$ cat src/rtl/operand_mux_pipe.sv
// operand_mux_pipe: N-way ALU B-operand selector with a registered valid/ready output.
// Define OPERAND_MUX_SKID_EN to add a skid register that breaks the out_ready->in_ready path.
module operand_mux_pipe #(
  parameter int WIDTH = 8,
  parameter int N_IN  = 2,
  parameter int SEL_W = $clog2(N_IN),
  parameter int CNT_W = 16
) (
  input  logic                  clk,
  input  logic                  rst,
  input  logic                  in_valid,
  output logic                  in_ready,
  input  logic [SEL_W-1:0]      sel,
  input  logic [N_IN*WIDTH-1:0] data_in,
  output logic                  out_valid,
  input  logic                  out_ready,
  output logic [WIDTH-1:0]      data_out,
  output logic                  sel_err,
  input  logic                  clear_err,
  output logic [CNT_W-1:0]      xfer_count
);

  logic             accept;
  logic             release_x;
  logic             sel_oor;
  logic [WIDTH-1:0] sel_word;

  // Out-of-range select yields a zero word; in-range picks operand[sel].
  always_comb begin
    sel_word = '0;
    sel_oor  = ({1'b0, sel} >= (SEL_W+1)'(N_IN));
    for (int k = 0; k < N_IN; k++) begin
      if (sel == SEL_W'(k)) begin
        sel_word = data_in[k*WIDTH +: WIDTH];
      end
    end
  end

  assign accept    = in_valid && in_ready;
  assign release_x = out_valid && out_ready;

`ifdef OPERAND_MUX_SKID_EN
  logic             skid_valid;
  logic [WIDTH-1:0] skid_data;

  assign in_ready = !skid_valid;

  // Output register backed by one skid slot; a stalled accept parks in the skid.
  always_ff @(posedge clk) begin
    if (rst) begin
      out_valid  <= 1'b0;
      data_out   <= '0;
      skid_valid <= 1'b0;
      skid_data  <= '0;
    end else if (accept) begin
      if (!out_valid || out_ready) begin
        data_out  <= sel_word;
        out_valid <= 1'b1;
      end else begin
        skid_data  <= sel_word;
        skid_valid <= 1'b1;
      end
    end else if (release_x) begin
      if (skid_valid) begin
        data_out   <= skid_data;
        skid_valid <= 1'b0;
      end else begin
        out_valid <= 1'b0;
      end
    end
  end
`else
  assign in_ready = !out_valid || out_ready;

  // Single output register; a new word may replace the one being released.
  always_ff @(posedge clk) begin
    if (rst) begin
      out_valid <= 1'b0;
      data_out  <= '0;
    end else if (accept) begin
      data_out  <= sel_word;
      out_valid <= 1'b1;
    end else if (release_x) begin
      out_valid <= 1'b0;
    end
  end
`endif

  // Sticky select error; a same-cycle set beats clear.
  always_ff @(posedge clk) begin
    if (rst) begin
      sel_err <= 1'b0;
    end else if (accept && sel_oor) begin
      sel_err <= 1'b1;
    end else if (clear_err) begin
      sel_err <= 1'b0;
    end
  end

  // Saturating count of output handshakes.
  always_ff @(posedge clk) begin
    if (rst) begin
      xfer_count <= '0;
    end else if (release_x && (xfer_count != '1)) begin
      xfer_count <= xfer_count + 1'b1;
    end
  end

endmodule

$ cat config.mk
export PLATFORM = sky130hd
export DESIGN_NAME = operand_mux_pipe
export DESIGN_NICKNAME = d
export VERILOG_FILES = /design/src/rtl/operand_mux_pipe.sv
export SDC_FILE = /design/constraint.sdc
export NUM_CORES = 1
export LEC_CHECK = 0
export BUFFER_PORTS_ARGS = -buffer_cell sky130_fd_sc_hd__buf_2
export CORE_MARGIN = 2
export CORE_UTILIZATION = 45
export CTS_BUF_LIST = sky130_fd_sc_hd__clkbuf_2
export CTS_CLUSTER_SIZE = 16
export DETAILED_ROUTE_END_ITERATION = 16
export GPL_ROUTABILITY_DRIVEN = 0
export GPL_TIMING_DRIVEN = 0
export PLACE_DENSITY_LB_ADDON = 0.1
export SLEW_MARGIN = 20
export SYNTH_ARGS = -nofsm -noshare
export SYNTH_HDL_FRONTEND = slang
export SYNTH_SLANG_ARGS = --single-unit
$ cat constraint.sdc
create_clock -name clk -period 1.8 [get_ports clk]
set_clock_uncertainty 0.05 [all_clocks]
set_input_delay 0.36 -clock clk [delete_from_list [all_inputs] [get_ports clk]]
set_output_delay 0.36 -clock clk [all_outputs]
set_load 0.02 [all_outputs]
# After elaboration in Yosys (flattened, before gate mapping)
# Cells that the tools add are included.
classes:
  n_eq_ne: 1
  n_reduce_logical: 6
  mux: 3
  addsub: 1
ops:
  columns: ["cell", "n"]
  rows:
  - ["adder 16 x 1 -> 16 bit, second input constant", 1]
  - ["!= test 16 bit, second input constant", 1]
  - ["two-way mux 8 bit", 1]
  - ["logical AND 1 bit", 3]
  - ["two-way mux 1 bit", 2]
  - ["nonzero test 2 bit", 1]
  - ["logical NOT 1 bit", 1]
  - ["logical OR 1 bit", 1]
word_totals:
  word_cells: 14
  reg_bits: 25
  input_bits: 22

# Logic depth before layout (Yosys ltp)
# Gate-level depths: netlist (run 1).
depth:
  word_depth: 4
  ltp_mapped: 6
  depth_no_buf: 5

# Worst setup path after synthesis (run 1)
# Ideal clock, no wire load.
synth_timing:
  path_kind: "register to register"
  from: "register xfer_count[0]"
  to: "register xfer_count[0]"
  required_ns: 1.629
  t_arrival_ns: 1.678
  synth_period_minus_slack_ns: 1.850
  path_stages_with_launch: 6
  setup_slack_ns: -0.050
  cell_sequence: "dfxtp_1 ha_1 nand4_2 nor4_4 nor2_2 mux2_4"
synth_via:
  elab_chain_cells: 2
  word_cells_on_any_way: 3
  cone_classes: "add/sub (1); eq/ne (1); reduce/logical (1)"
synth_lines:
  columns: ["item", "line_no", "source"]
  rows:
  - ["from (decl)", "20", "output logic [CNT_W-1:0] xfer_count"]
  - ["from (signal assigned)", "105", "xfer_count <= xfer_count + 1'b1;"]
  - ["parallel branches: the longest is 2 deep, another holds adder 16 x 1 -> 16 bit", null, null]
# Parallel ways; which one is timed is not known.
# A chain may end at the register's enable or synchronous reset.

# Worst setup path in the final report (run 1)
# Ends and elaborated chain as after synthesis.

==> impl_metrics.csv, run 1 <==
group,metric,value,unit
status,run_status,"finished, final reports clean",
cells_and_area,postLayoutCoreUtil,60.9,%
placed_design,portBuffers,44,
die,fp.dieH,56.4,um
power,comb_power_share,14.0,%
die,rows,18,
placed_design,dp_hpwl,2.01,mm
synth,synth_ff_type,"dfxtp_1",
power,power_density,601,nW/um^2
power,seq_power_share,62.7,%
synth,synth_top_cell_by_area,"dfxtp_1",
clock_network,path_clk_slew,0.24,ns
sta,slew_viol_final,0,
synth,synthTopCellsByArea,"dfxtp_1 (41%), mux2i_1 (8.1%), a21oi_1 (4.9%)",
cells_and_area,nNetsFinal,211,
synth,synthXorXnorAreaFrac,0,%
sta,worst_pin_slew,0.548,ns
global_routing,antenna_found_initial,0,
power,total_power,931,uW
drt,wl_met2,1.26,mm
synth,synth_seq_area_share,40.5,%
cells_and_area,syn_to_final_growth,25.5,%
placed_design,place_inst,212,
worst_hold_path,min_path_type,"in2reg",
synth,async_flop_share,0,%
synth,synth_cell_types,34,
cells_and_area,stdcell_count,217,
sta,whs,0.173,ns
worst_setup_path,cp-start-kind,"register",
worst_setup_path,cp_max_fo,9,
sta,max_freq,577,MHz
cells_and_area,multi_input_area,724,um^2
drt,postRouteAntennaNets,0,
global_routing,grt_pass1_wl,4.30,mm
drt,totalWireLength,2.63,mm
synth,synth_nets,161,
die,ioPinCount,49,
synth,avgSynthCellArea,8.95,um^2
drt,drc,0,
cells_and_area,nFillCells,235,
power,p_switching,252,uW
synth,synth_top_area_share,40.5,%
drt,wl_met3,129,um
die,die_area,3180,um^2
synth,yosys_warnings,0,
drt,vias_per_cell,5.59,
clock_network,clk_latency,0.35,ns
global_routing,grt_max_degree,15,
sta,fin_crit,1.73,ns
global_routing,grt_overflow,0,
clock_network,cts_root_buf,"clkbuf_2",
cells_and_area,drive_gt1_share,34.8,%
die,initial_core_util,48.5,%
power,peakVddDrop,0.654,mV
job,cap_violations,0,
synth,synth_top_family_by_area,"simple AND/OR/NAND/NOR gates",
placed_design,place_area,1490,um^2
synth,synth_compound_area_share,16.5,%
synth,synth_edf_count,0,
power,leakage,0.000680,uW
clock_network,cts-htree-levels,1,
drt,top_layer,"met4",
sta,hold_violations,0,
clock_network,clk_path_buf_depth,2,
synth,yosys-mux-area-fraction,9.32,%
global_routing,grt_pass1_vias,1010,
die,die_w,56.4,um
cells_and_area,fin_area,1550,um^2
drt,drt-initial-drc-count,54,
synth,synth_seq_cells,25,
synth,synth-simple-area-share,29.5,%
power,swShare,27.0,%
worst_setup_path,cp_data_arrival_time,1.96,ns
clock_network,cts_sinks,25,
power,p_int,680,uW
drt,wl_per_cell,12.1,um
drt,drt_first_pass_iters,4,
die,coreArea,2540,um^2
clock_network,cts_buffers,3,
synth,synth_fa_ha_area_share,1.01,%
worst_setup_path,end_kind,"register",
global_routing,grt_usage,16.5,%
cells_and_area,antenna_cells,0,
sta,fin_crit_sh,96.3,%
cells_and_area,ff_latch_area,505,um^2
worst_setup_path,required,2.03,ns
worst_setup_path,path_class,"reg2reg",
clock_network,cts_tree,"yes",
clock_network,hold_buffers,0,
sta,slew_headroom,63.5,%
synth,netlist_area,1230,um^2
drt,vias,1213,
drt,met1_length,1.23,mm
sta,finalSetupViolCount,0,
synth,syn_inst,138,
power,p_clk_share,23.3,%
per-layer routing:
metal  global-route usage (%)  vias to the layer above
met4                     2.04                        0
met2                     27.2                       35
met5                        0                        -
met3                     4.84                        2
met1                     22.1                      558
li1                         -                      618
synthesized netlist by cell type (all sizes together) (3+ instances only):
library cell / count
dfxtp: 25
nor2: 14
a21oi: 12
mux2i: 10
or3: 9
a211oi: 8
nand2: 8
nand3: 7
o21ai: 7
nand4: 6
and4: 4
clkbuf: 4
o31ai: 4
buf: 3
nand2b: 3
worst max-delay path: stages (launching register included):
cell and delay, ns:
dfxtp_2 0.41, ha_1 0.25, nand4_4 0.18, nor4_4 0.24, buf_4 0.19, nor2_2 0.06
mux2_4 0.28
final cells by class:
cell class / instances / area share [%]
Sequential cell: 25 / 32.6
Inverter: 1 / 0.242
Buffer: 7 / 2.02
Tap cell: 30 / 2.42
Clock buffer: 3 / 0.969
Multi-Input combinational cell: 105 / 46.7
Timing Repair Buffer: 45 / 14.7
Clock inverter: 1 / 0.323
metrics by stage:
stage / setup slack (ns) / TNS [ns]
2_1_floorplan: 0.0687 / 0
5_1_grt: -0.00358 / -0.00358
6_report: 0.0660 / 0
3_5_place_dp: 0.0240 / 0
4_1_cts: 0.0138 / 0
3_3_place_gp: 0.0736 / 0
sequential cells by signal (all words and copies together), names as in the netlist:
signal	cells
data_out	8
out_valid	1
xfer_count	16
cells by family (layout without fill, tap and decap cells):
group | Yosys count | count (layout)
simple gates | 59 | 59
compound gates | 33 | 33
flops | 25 | 25
mux | 11 | 11
buf+inv | 8 | 57
fa+ha+maj | 1 | 1
other cells | 1 | 1
path summary, 6_finish.rpt:
kind / start / end / slack (ns) / cells after the start
max reg2reg: xfer_count[0] / xfer_count[0] / 0.07 / 6
min: in_valid / out_valid / 0.17 / 3
max: xfer_count[0] / xfer_count[0] / 0.07 / 6
min reg2reg: data_out[4] / data_out[4] / 0.47 / 2
placed cells by master (no fill, tap or decap), types with 6 or more instances in the layout:
master / synthesis / final
buf_2: 1 / 45
dfxtp_1: 25 / 21
nor2_1: 13 / 13
a21oi_1: 12 / 12
mux2i_1: 10 / 10
or3_1: 9 / 9
nand2_1: 8 / 8
a211oi_1: 8 / 8
o21ai_0: 7 / 7
nand3_1: 6 / 6
power by group through the flow:
stage | logic (uW) | clock network (uW) | registers (uW)
floorplan | 60.1 | 0 | 616
global placement | 130 | 0 | 594
detailed placement | 131 | 0 | 594
CTS | 132 | 227 | 584
global route | 142 | 250 | 588
finish | 131 | 217 | 584
what timing repair did:
item	in CTS	in global routing
setup buffers	0	1
endpoints found under the setup margin	0	9
gates resized for setup	0	8
Power figures use the tool's default switching activity.
==> run 2, diff against run 1 <==
--- a/config.mk
+++ b/config.mk
@@ -5,12 +5,12 @@
 export SDC_FILE = /design/constraint.sdc
 export NUM_CORES = 1
 export LEC_CHECK = 0
-export BUFFER_PORTS_ARGS = -buffer_cell sky130_fd_sc_hd__buf_2
 export CORE_MARGIN = 2
-export CORE_UTILIZATION = 45
-export CTS_BUF_LIST = sky130_fd_sc_hd__clkbuf_2
+export CORE_UTILIZATION = 55
+export CTS_BUF_LIST = sky130_fd_sc_hd__clkbuf_16
 export CTS_CLUSTER_SIZE = 16
 export DETAILED_ROUTE_END_ITERATION = 16
+export DONT_BUFFER_PORTS = 1
 export GPL_ROUTABILITY_DRIVEN = 0
 export GPL_TIMING_DRIVEN = 0
 export PLACE_DENSITY_LB_ADDON = 0.1
==> run 2 against run 1 <==
  * Via count is 11% lower
  * Hold slack worse by 0.012 ns
  * Core utilization increased by 4.2 points
  * Fmax grew 1.8%
  * Cell area is 8.9% lower
  * First-iteration DRC count shrank 76%
  * Routed wire length about the same
  * Critical path depth is 1 lower
  * Global-route usage rose by 4.8 points
  * Clock power grew 130%
  * Flip-flop and latch count stayed put
  * Sequential share of layout area grew 4.2 points
  * Critical endpoint unchanged
  * Largest power group unchanged
==> impl_metrics.csv, run 2 (synthesis results as in run 1) <==
group,metric,value,unit
cells_and_area,syn_to_final_growth,14.4,%
drt,wl_per_cell,15.3,um
clock_network,cts_root_buf,"clkbuf_16",
sta,slew_headroom,62.8,%
global_routing,antenna_found_initial,0,
sta,whs,0.161,ns
drt,postRouteAntennaNets,0,
cells_and_area,multi_input_area,723,um^2
placed_design,dp_hpwl,1.91,mm
clock_network,cts_buffers,3,
clock_network,path_clk_slew,0.07,ns
cells_and_area,antenna_cells,0,
drt,vias,1082,
global_routing,grt_pass1_vias,945,
clock_network,clk_latency,0.26,ns
placed_design,place_area,1270,um^2
worst_setup_path,r2r_slack,0.1,ns
sta,hold_violations,0,
placed_design,dp_slack,-0.146,ns
die,fp.dieH,51.4,um
sta,worst_pin_slew,0.558,ns
sta,slew_viol_final,0,
drt,drt-initial-drc-count,13,
die,initial_core_util,56.9,%
sta,timing.final.ws_setup,0.0968,ns
power,peakVddDrop,0.895,mV
worst_setup_path,cp-start-kind,"register",
cells_and_area,fin_area,1410,um^2
worst_setup_path,rr_endpoint,"xfer_count[0]",
sta,fin_crit,1.70,ns
drt,totalWireLength,2.63,mm
clock_network,cts_tree,"yes",
worst_setup_path,rr_worst_depth,5,
die,coreArea,2170,um^2
drt,vias_per_cell,6.29,
clock_network,clk_path_buf_depth,2,
worst_setup_path,cp_data_arrival_time,1.80,ns
status,run_status,"finished, final reports clean",
sta,rsz0062_at_grt,"no",
job,cap_violations,0,
global_routing,grt_overflow,0,
cells_and_area,drive_gt1_share,21.5,%
worst_hold_path,hold_path_depth,2,
sta,max_freq,587,MHz
die,die_w,51.4,um
worst_setup_path,r2r-start,"xfer_count[14]",
die,ioPinCount,49,
worst_hold_path,min_path_type,"in2reg",
power,leakage,0.000491,uW
drt,drc,0,
worst_setup_path,end_kind,"register",
cells_and_area,reg_top3,"xfer_count (16), data_out (8), out_valid (1)",
placed_design,portBuffers,0,
global_routing,grt_usage,21.3,%
cells_and_area,largest_reg_flops,16,
worst_hold_path,holdPathEnd,"out_valid",
sta,finalSetupViolCount,0,
global_routing,grt_max_degree,17,
drt,drt_first_pass_iters,4,
cells_and_area,postLayoutCoreUtil,65.1,%
worst_setup_path,required,1.90,ns
cells_and_area,nNetsFinal,168,
worst_setup_path,path_class,"reg2reg",
power,power_density,841,nW/um^2
sta,fin_crit_sh,94.6,%
cells_and_area,final_cell_mix,"nor2_1 (13), dfxtp_1 (13), a21oi_1 (12)",
worst_setup_path,cp_max_fo,7,
cells_and_area,top_register,"xfer_count",
global_routing,grt_pass1_wl,4.23,mm
cells_and_area,ff_latch_area,520,um^2
die,die_area,2640,um^2
clock_network,cts_sinks,25,
cells_and_area,nFillCells,198,
sta,fin_setup_tns,0,ns
worst_hold_path,min_from,"in_valid",
clock_network,cts-htree-levels,1,
die,rows,17,
-- run 2: cell type report --
cell class,instances,area share (%)
plain buffers,7,2.21
clock buffers,3,5.31
clock inverters,1,0.620
inverters,1,0.266
multi-input cells,105,51.2
flip-flops and latches,25,36.8
well taps,28,2.48
repair buffers,2,1.06
-- run 2: what timing repair did --
item                                    in CTS  in global routing
buffers inserted                             2                  0
endpoints found under the setup margin      11                 18
pin swaps                                    1                  0
gates resized for setup                      7                 11
hold buffers                                 0                  0
-- run 2: how the worst max path moves through the flow --
| stage | from | end | depth (start not counted) |
|---|---|---|---|
| after global placement | xfer_count[0] | xfer_count[0] | 5 |
| after global routing | xfer_count[14] | xfer_count[0] | 5 |
| after CTS | xfer_count[2] | xfer_count[0] | 5 |
| final | xfer_count[14] | xfer_count[0] | 5 |
| after detailed placement | xfer_count[0] | xfer_count[0] | 5 |
| after floorplan | xfer_count[0] | xfer_count[0] | 5 |
-- run 2: per-stage QoR --
| step | std cells | power, uW |
|---|---|---|
| final | 172 | 1190 |
| after global routing | 172 | 1240 |
| after CTS | 172 | 1190 |
| after detailed placement | 166 | 692 |
| after global placement | 166 | 688 |
| after floorplan | 138 | 676 |
-- run 2: worst max-delay path: stages (launching register included) --
cell,delay (ns)
dfxtp_1,0.56
nand4_4,0.18
nor4_4,0.28
buf_4,0.19
nor2_2,0.05
mux2_4,0.28
-- run 2: where the power goes --
group | internal [uW] | switching, uW | total [uW]
clock | 307 | 202 | 509
sequential | 570 | 37.3 | 607
combinational | 31.6 | 40.1 | 71.7
total | 908 | 280 | 1190
-- run 2: routing by layer --
metal,part of all wire (%),global-route usage [%],vias to the layer above
met1,40,25.2,511
met2,52,35.9,38
met3,6.5,7.60,4
met4,1.0,6.58,0
li1,-,-,529
met5,0,0,-
